==> src/rtl/confirm_input_ctrl.sv <==
// ============================================================================
// confirm_input_ctrl: debounced confirm button, sticky confirm/overrun flags,
// switch snapshot and switch-register read enable for the MMIO input path.
// Revision: 1.0
// ============================================================================
`default_nettype none

module confirm_input_ctrl #(
   parameter int DEBOUNCE_CYCLES = 20,
   parameter int CNT_W           = 18
) (
   input  logic        clk,
   input  logic        rst,
   input  logic        btn_raw,
   input  logic [15:0] sw_raw,
   input  logic        io_read,
   input  logic [31:0] address,
   output logic        switch_ctrl,
   output logic        confirmation,
   output logic [15:0] switch_data,
   output logic        overrun
);

   localparam logic [CNT_W-1:0] DB_LIMIT = CNT_W'(DEBOUNCE_CYCLES);
   localparam logic [CNT_W-1:0] CNT_ONE  = CNT_W'(1);
   localparam logic [CNT_W-1:0] CNT_MAX  = '1;
   localparam logic [31:0]      CONF_ADDR = 32'hFFFF_FF00;

   typedef enum logic [1:0] {
      IDLE       = 2'd0,
      DB_PRESS   = 2'd1,
      HELD       = 2'd2,
      DB_RELEASE = 2'd3
   } state_t;

   state_t           state_q, state_d;
   logic [CNT_W-1:0] cnt_q, cnt_d;
   logic             btn_meta_q, btn_meta_d;
   logic             btn_s_q, btn_s_d;
   logic [15:0]      sw_meta_q, sw_meta_d;
   logic [15:0]      sw_s_q, sw_s_d;
   logic             conf_q, conf_d;
   logic             overrun_q, overrun_d;
   logic [15:0]      snap_q, snap_d;
   logic [15:0]      sw_data_q, sw_data_d;
   logic             accept;
   logic             clear;

   assign clear = io_read && (address == CONF_ADDR);

   // Only one of these addresses belongs to the confirm flag; the rest are
   // other views of the same switch-input register.
   assign switch_ctrl = io_read && ((address == CONF_ADDR)     ||
                                    (address == 32'hFFFF_FFF1) ||
                                    (address == 32'hFFFF_FFF3) ||
                                    (address == 32'hFFFF_FFF5) ||
                                    (address == 32'hFFFF_FFF7) ||
                                    (address == 32'hFFFF_FFF9));

   always_comb begin
      btn_meta_d = btn_raw;
      btn_s_d    = btn_meta_q;
      sw_meta_d  = sw_raw;
      sw_s_d     = sw_meta_q;
      state_d    = state_q;
      cnt_d      = cnt_q;
      accept     = 1'b0;

      case (state_q)
         IDLE: begin
            if (btn_s_q) begin
               state_d = DB_PRESS;
               cnt_d   = CNT_ONE;
            end
         end
         DB_PRESS: begin
            if (!btn_s_q) begin
               state_d = IDLE;
               cnt_d   = '0;
            end else if (cnt_q == DB_LIMIT) begin
               state_d = HELD;
               cnt_d   = '0;
               accept  = 1'b1;
            end else if (cnt_q != CNT_MAX) begin
               cnt_d = cnt_q + CNT_ONE;
            end
         end
         HELD: begin
            if (!btn_s_q) begin
               state_d = DB_RELEASE;
               cnt_d   = CNT_ONE;
            end
         end
         DB_RELEASE: begin
            if (btn_s_q) begin
               state_d = HELD;
               cnt_d   = '0;
            end else if (cnt_q == DB_LIMIT) begin
               state_d = IDLE;
               cnt_d   = '0;
            end else if (cnt_q != CNT_MAX) begin
               cnt_d = cnt_q + CNT_ONE;
            end
         end
         default: begin
            state_d = IDLE;
            cnt_d   = '0;
         end
      endcase
   end

   always_comb begin
      conf_d    = conf_q;
      overrun_d = overrun_q;
      snap_d    = snap_q;

      // A clear coinciding with an acceptance is treated as consumed by the
      // new press: the flag stays set, the snapshot refreshes, overrun holds.
      if (accept && (clear || !conf_q)) begin
         conf_d = 1'b1;
         snap_d = sw_s_q;
      end else if (accept) begin
         overrun_d = 1'b1;
      end else if (clear) begin
         conf_d    = 1'b0;
         overrun_d = 1'b0;
      end

      sw_data_d = conf_q ? snap_q : sw_s_q;
   end

   always_ff @(posedge clk) begin
      if (!rst) begin
         state_q    <= IDLE;
         cnt_q      <= '0;
         btn_meta_q <= 1'b0;
         btn_s_q    <= 1'b0;
         sw_meta_q  <= '0;
         sw_s_q     <= '0;
         conf_q     <= 1'b0;
         overrun_q  <= 1'b0;
         snap_q     <= '0;
         sw_data_q  <= '0;
      end else begin
         state_q    <= state_d;
         cnt_q      <= cnt_d;
         btn_meta_q <= btn_meta_d;
         btn_s_q    <= btn_s_d;
         sw_meta_q  <= sw_meta_d;
         sw_s_q     <= sw_s_d;
         conf_q     <= conf_d;
         overrun_q  <= overrun_d;
         snap_q     <= snap_d;
         sw_data_q  <= sw_data_d;
      end
   end

   assign confirmation = conf_q;
   assign overrun      = overrun_q;
   assign switch_data  = sw_data_q;

endmodule

`default_nettype wire

==> config.mk <==
export PLATFORM = sky130hd
export DESIGN_NAME = confirm_input_ctrl
export DESIGN_NICKNAME = d
export VERILOG_FILES = /design/src/rtl/confirm_input_ctrl.sv
export SDC_FILE = /design/constraint.sdc
export NUM_CORES = 1
export LEC_CHECK = 0
export ABC_AREA = 1
export BUFFER_PORTS_ARGS = -buffer_cell sky130_fd_sc_hd__buf_2
export CAP_MARGIN = 30
export CORE_ASPECT_RATIO = 1.2
export CORE_MARGIN = 4
export CORE_UTILIZATION = 50
export CTS_CLUSTER_DIAMETER = 150
export CTS_CLUSTER_SIZE = 8
export DETAILED_ROUTE_END_ITERATION = 7
export PLACE_DENSITY = 0.76
export SLEW_MARGIN = 10
export SYNTH_ARGS = -nofsm -noshare
export SYNTH_HDL_FRONTEND = slang
export SYNTH_SLANG_ARGS = --single-unit
==> constraint.sdc <==
create_clock -name clk -period 1.44 [get_ports clk]
set_input_delay 0 -clock clk [delete_from_list [all_inputs] [get_ports clk]]
set_output_delay 0 -clock clk [all_outputs]
set_load 0.02 [all_outputs]
==> results.md, run 1 <==
- Status: complete, but fails checks
- Violated checks: setup timing
- GRT busiest layer: met2
- Share of Yosys cell area claimed by the top area cell type: 0.451
- Maximum clock rate: slightly below 600 MHz
- Path type of the worst min-delay path: in2reg
- Post-route ant nets: 0
- HPWL after detailed placement: 6610 um
- Final setup violating endpoints: 36
- Number of cell rows: 35
- Crit path arrival time: just under 2000 ps
- Global router's overall resource usage: 0.223
- Kind of cell with the highest combined delay on the critical path: simple AND/OR/NAND/NOR gates
- Die Span Y: ~100 um
- Met3 routing resource usage after global routing: 0.0489
- Synth Instances: ~560
- Post-route DRC violation count: 0
- Pre-CTS WS: -137 ps
- Pin count of the biggest net entering global routing: 35
- Post-layout minimum cycle time: 1700 ps
- Number of nets in the layout: 753
- Post-Synthesis Mean Instance Area: about 7.0 um^2
- Synthesized Nets: 610
- Pwr dens: 851 nW/um^2
- Pins Over Slew Limit: 0
- Worst-case setup margin in the final layout: -260 ps
- Count of cells along the worst hold path: 6
- Cts bufs inserted: 9
- End of the worst hold path: confirmation
- Cell types occupying the most area after synthesis: dfxtp_1, nand2_1, inv_1, nor2_1, nand3_1
- Unique cell type count in the Yosys netlist: 31
- Critical path, cell by cell: inv_4, ha_4, nand3_4, nor3_4, nand3_2, nor2_4, buf_12, clkbuf_16, nand3b_1, nand2_1, nor2_1
- Global routing met1 resource utilization: 0.259
- Most area-hungry cell type in the Yosys netlist: dfxtp_1
- Area growth from synthesis to layout: 42.3%
- Routed len/inst: 13.5 um
- Count of flip-flops with a built-in enable after synthesis: 0
- Met2 GRT Util: 0.389
- Layout Skew: 10.1 ps
- Total congestion overflow: 0
- Post-synthesis sequential area ratio: 0.451
- Crit start category: flip-flop
- Total Die Area: between 9000 and 10000 um^2
- Routed vias: 4071
- Crit end category: flip-flop
- Worst Tran Pin Value: 489 ps
- Cell type of the slowest stage on the worst timing path: dfxtp_4
- Total inserted antenna cells: 0
- Ratio of routed vias to standard cells: 5.12
- Total core area: 7660 um^2
- Most instantiated library cell after synthesis: nand2_1
- Initial antenna violation count: 0
- TritonCTS clock tree: built
- Number of violations reported at the end of detailed-routing iteration 0: 245
- Yosys reg bits: 88
- Max-cap violations: 0
- Flop2flop setup slack: -260 ps
- Most numerous cell types in the synthesized netlist: nand2_1, dfxtp_1, inv_1
- Clock tree root driver cell: clkbuf_8
- Placer congestion estimate: 0.928
- Level count of the clock H-tree: 3
- RSZ-0062 raised after global routing: yes
- Area of the mapped netlist: around 3900 um^2
- Crit Path Class: reg2reg
- Post-Route Utilization: 0.726
- Starting Density: 0.510
- Hold violation count in the final report: 0
- Startpoint of the most critical hold path: address[31]
- Path depth of the worst reg2reg path: 11
- Reg-to-Reg Start: cnt_q[0]
- Dominant register cell in the synthesized netlist: dfxtp_1
- First-pass DRT Iterations: 6
- Number of buffers and inverters on the critical path: 3
- Static Leak: 0.00279 uW
- Share of post-route cells with drive strength above 1: 0.329
- Clock insertion delay at the later pin of the skew report: ~350 ps
- Maximum fanout along the worst path: 8
- Vias in the first global route: approximately 3.8k
- Largest voltage drop on the vdd net: slightly below 0.7 mV
- First-pass GRT wire length: 16500 um
- Total negative setup slack: -5910 ps
- Max-slew headroom at the worst pin: 0.674
- Count of port buffers added during placement: 70
- Final hold slack: 188 ps
- Max incr delay on CP: 370 ps
- Reg clk slew, reported paths: ~90 ps
- Sink Count: roughly 90
- Critical path data required time: 1680 ps
- Async set or reset register ratio after synthesis: 0
- Drt total wl: 10700 um
- Worst reg2reg endpoint: snap_q[4]
- Period Utilization, post-route: 1.18
- Number of buffers on the longest clock path: 2
- Die outline width: 88.7 um
- Warning count from the yosys run: 0
- Top-level port count: between 70 and 80
[layout make-up]
class / instances / area [um^2]
Fill cell: 549 / 2100
Multi-Input combinational cell: 365 / 2000
Sequential cell: 88 / 1780
Timing Repair Buffer: 150 / 1100
Inverter: 84 / 332
Clock buffer: 9 / 124
Tap cell: 92 / 115
Clock inverter: 6 / 92.6
Timing Repair inverter: 1 / 11.3
[tightest hold or removal path, delay by kind of cell]
kind	cells	cell delay, ps
AO/OA/AOI/OAI	1	90
buffers and inverters	1	90
AND/OR/NAND/NOR	4	330
[metal layers]
metal,up-vias,share of wire
met4,0,0.029
met3,31,0.075
met1,1831,0.40
met2,175,0.49
met5,-,0
li1,2034,-
[sequential cells by signal, indices dropped and copies added (netlist names), named ones only]
| register | cells |
|---|---|
| sw_s_q | 16 |
| state_q | 1 |
| switch_data | 16 |
| btn_s_q | 1 |
| confirmation | 1 |
| btn_meta_q | 1 |
| cnt_q | 18 |
| overrun | 1 |
| sw_meta_q | 16 |
| snap_q | 16 |
[metrics by stage]
step | cells | power [uW] | cell area (um^2)
6_report | 795 | 4730 | 5560
5_1_grt | 795 | 4890 | 5560
4_1_cts | 788 | 4740 | 5310
3_5_place_dp | 747 | 2860 | 4680
3_3_place_gp | 747 | 2850 | 4680
2_1_floorplan | 556 | 2730 | 3930
[timing repair]
item	in CTS	in global routing
resized for setup	48	36
hold buffers	18	0
pin swaps	13	11
hold endpoints to repair	19	0
setup endpoints to repair	37	38
buffers inserted	6	3
cloned	2	4
[cell usage in the layout (no fill, tap or decap), drive strengths merged]
cell	netlist	routed
xnor2	1	1
clkbuf	9	12
clkinv	2	2
nand3b	13	13
nand2	145	145
clkinvlp	0	3
nor3	7	7
nor2	71	71
bufinv	0	2
a21oi	37	37
buf	11	129
inv	82	84
a211oi	1	1
dfxtp	88	88
nand4	7	7
a41oi	1	1
o211a	1	1
ha	2	2
dlygate4sd3	0	18
nand3	50	51
or2	2	2
o21ai	26	26
[how the worst max path moves through the flow]
stage,startpoint,cells after the start,endpoint
2_1_floorplan,cnt_q[0],10,cnt_q[6]
4_1_cts,cnt_q[0],10,snap_q[2]
3_3_place_gp,cnt_q[6],10,cnt_q[14]
5_1_grt,cnt_q[0],11,snap_q[2]
6_report,cnt_q[0],11,snap_q[4]
3_5_place_dp,cnt_q[0],9,cnt_q[5]
[power breakdown]
group | switching [uW] | total, uW | internal, uW
clock | 873 | 1850 | 976
combinational | 192 | 367 | 175
sequential | 25.9 | 2520 | 2490
[logic make-up after synthesis]
kind of cell	synth area share
AND/OR/NAND/NOR	0.345
AO/OA/AOI/OAI	0.0884
buffers and inverters	0.107
XOR/XNOR	0.00224
adder cells (fa/ha/maj)	0.00641
flip-flops	0.451
(Power assumes the default switching activity.)
==> run 2: changes to the inputs <==
- SETUP_SLACK_MARGIN: not set -> 0.1
==> results.md, run 2 (synthesis gave the netlist of run 1 again) <==
- Status: complete, but fails checks
- Violated checks: setup timing
- Worst reg2reg endpoint: cnt_q[8]
- Worst-case setup margin in the final layout: -141 ps (+120 ps)
- First-pass DRT Iterations: 4 (-2)
- Crit path arrival time: 1830 ps (-110 ps)
- Largest register FFs: 18 (unchanged)
- Starting Density: 0.510 (unchanged)
- Area growth from synthesis to layout: 40.2%
- Worst Tran Pin Value: 559 ps (+69.4 ps)
- Placer congestion estimate: 0.931 (+0.28%)
- Path type of the worst min-delay path: in2reg
- First-pass GRT wire length: 16200 um (-1.4%)
- Routed len/inst: 12.6 um (-6.5%)
- Level count of the clock H-tree: 3 (unchanged)
- Ratio of routed vias to standard cells: 4.92 (-3.9%)
- Clock insertion delay at the later pin of the skew report: 350 ps (about the same)
- Total congestion overflow: 0 (unchanged)
- Total core area: 7660 um^2 (unchanged)
- Total Die Area: 9300 um^2 (unchanged)
- Total inserted antenna cells: 0 (unchanged)
- Sequential power share: 0.543 (+0.011)
- Maximum fanout along the worst path: 4 (-4)
- Power share of the combinational group: 0.082 (+0.004)
- Global router's overall resource usage: 0.220 (-0.00264)
- Hold violation count in the final report: 0 (unchanged)
- Max incr delay on CP: 400 ps (+30 ps)
- Crit Path Class: reg2reg
- Crit start category: flip-flop
- Total negative setup slack: -2520 ps (+3380 ps)
- Clock tree root driver cell: clkbuf_8
- Drt total wl: 9980 um (-7.1%)
- Most repeated library cell on the critical path: nand2_1
- Number of buffers on the longest clock path: 2 (unchanged)
- Pins Over Slew Limit: 0 (unchanged)
- Final design area excluding fillers: 5480 um^2 (-1.5%)
- Post-layout minimum cycle time: 1580 ps (-120 ps)
- Count of cells along the worst hold path: 6 (unchanged)
- Critical path data required time: 1690 ps (about the same)
- Die Span Y: 105 um (unchanged)
- Startpoint of the most critical hold path: address[31]
- Max-slew headroom at the worst pin: 0.627 (-0.0464)
- Sw frac: 0.243 (+0.0129)
- Critical path, cell by cell: ha_4, inv_4, nor2_4, nand3_4, buf_4, buf_6, a41oi_2, nand2_1, nand2_1, a21oi_1
- Post-route DRC violation count: 0 (unchanged)
- Flop2flop setup slack: -140 ps (+120 ps)
- Vias in the first global route: 3645 (-3.9%)
- Reg-to-Reg Start: cnt_q[1]
- Largest voltage drop on the vdd net: 0.657 mV (-5.4%)
- Cts bufs inserted: 9 (unchanged)
- Largest Register: cnt_q
- Routed vias: 3886 (-4.5%)
- Number of violations reported at the end of detailed-routing iteration 0: 284 (+16%)
- Total placed instance area: 4680 um^2 (unchanged)
- Most frequent cells in the layout: nand2_1, dfxtp_1, inv_1
- Period Utilization, post-route: 1.10 (-0.0832)
- Layout Skew: 10.0 ps (-0.0190 ps)
- Number of nets in the layout: 747 (-0.80%)
- Leading cell type in the layout, fill and taps excluded: nand2_1
- TritonCTS clock tree: built
- Cell type of the slowest stage on the worst timing path: dfxtp_4
- Reg clk slew, reported paths: 90 ps (about the same)
- Static Leak: 0.00277 uW (-0.42%)
- Max-cap violations: 0 (unchanged)
- Net switching power: 1130 uW (+3.5%)
- Crit end category: flip-flop
- Initial antenna violation count: 0 (unchanged)
- Final setup violating endpoints: 37 (+2.8%)
- Internal: 3510 uW (-3.6%)
- Sink Count: 88 (unchanged)
- Count of port buffers added during placement: 70 (unchanged)
- Path depth of the worst reg2reg path: 10 (-1)
- HPWL after detailed placement: 6540 um (-1.1%)
- Post-route ant nets: 0 (unchanged)
- Share of post-route cells with drive strength above 1: 0.318 (-0.0105)
- RSZ-0062 raised after global routing: yes
- Number of cell rows: 35 (unchanged)
- Die outline width: 88.7 um (unchanged)
- Pwr dens: 847 nW/um^2 (-0.47%)
- Post-Route Utilization: 0.715 (-0.0109)
- Maximum clock rate: 633 MHz (+7.6%)
- Fraction of power consumed by the clock network: 0.375 (-0.016)
- Pin count of the biggest net entering global routing: 66 (+89%)
- End of the worst hold path: confirmation
- Top-level port count: 71 (unchanged)
run 2: power by group through the flow:
stage	Clock [uW]	Sequential, uW	Combinational, uW
2_1_floorplan	0	2590	142
3_3_place_gp	0	2570	293
3_5_place_dp	0	2580	301
4_1_cts	1770	2520	365
5_1_grt	1860	2520	425
6_report	1740	2520	381
run 2: how the worst max path moves through the flow:
stage | from | to | slack [ps]
4_1_cts | cnt_q[0] | snap_q[4] | -100
5_1_grt | cnt_q[1] | cnt_q[13] | -220
2_1_floorplan | cnt_q[0] | cnt_q[6] | -6
3_5_place_dp | cnt_q[0] | cnt_q[13] | -130
3_3_place_gp | cnt_q[0] | snap_q[13] | -80
6_report | cnt_q[1] | cnt_q[8] | -140
run 2: repair_timing:
item,in CTS,in global routing
hold buffers,18,0
pin swaps,20,27
cloned,2,0
buffers inserted,7,6
endpoints found under the hold margin,23,0
resized for setup,45,42
setup endpoints to repair,38,38
run 2: worst max-delay path: cells and delay by family (launching register included):
| kind | cells | cell delay, ps |
|---|---|---|
| flip-flops | 1 | 400 |
| AND/OR/NAND/NOR | 4 | 350 |
| AO/OA/AOI/OAI | 2 | 240 |
| buffers and inverters | 3 | 310 |
| adder cells (fa/ha/maj) | 1 | 170 |
run 2: metal layers:
layer  global-route usage  vias up  share of wire
met1                0.278     1732           0.43
met4               0.0842        0          0.016
met2                0.372      121           0.49
met3               0.0315       15          0.067
met5                    0        -              0
li1                     -     2018              -
run 2: through the flow:
stage | hold WS, ps | std cells | setup WS (ps) | power [uW]
CTS | 222 | 785 | -98.8 | 4660
global route | 270 | 790 | -224 | 4810
finish | 217 | 790 | -141 | 4640
detailed placement | 184 | 742 | -131 | 2880
floorplan | 97.6 | 556 | -5.67 | 2730
global placement | 181 | 742 | -76.2 | 2870
run 2: area by class of cell:
cell class / count / area, um^2
Fill cell: 578 / 2190
Inverter: 84 / 333
Clock inverter: 6 / 75.1
Sequential cell: 88 / 1780
Multi-Input combinational cell: 365 / 2000
Tap cell: 92 / 115
Timing Repair inverter: 1 / 11.3
Clock buffer: 10 / 128
Timing Repair Buffer: 144 / 1040
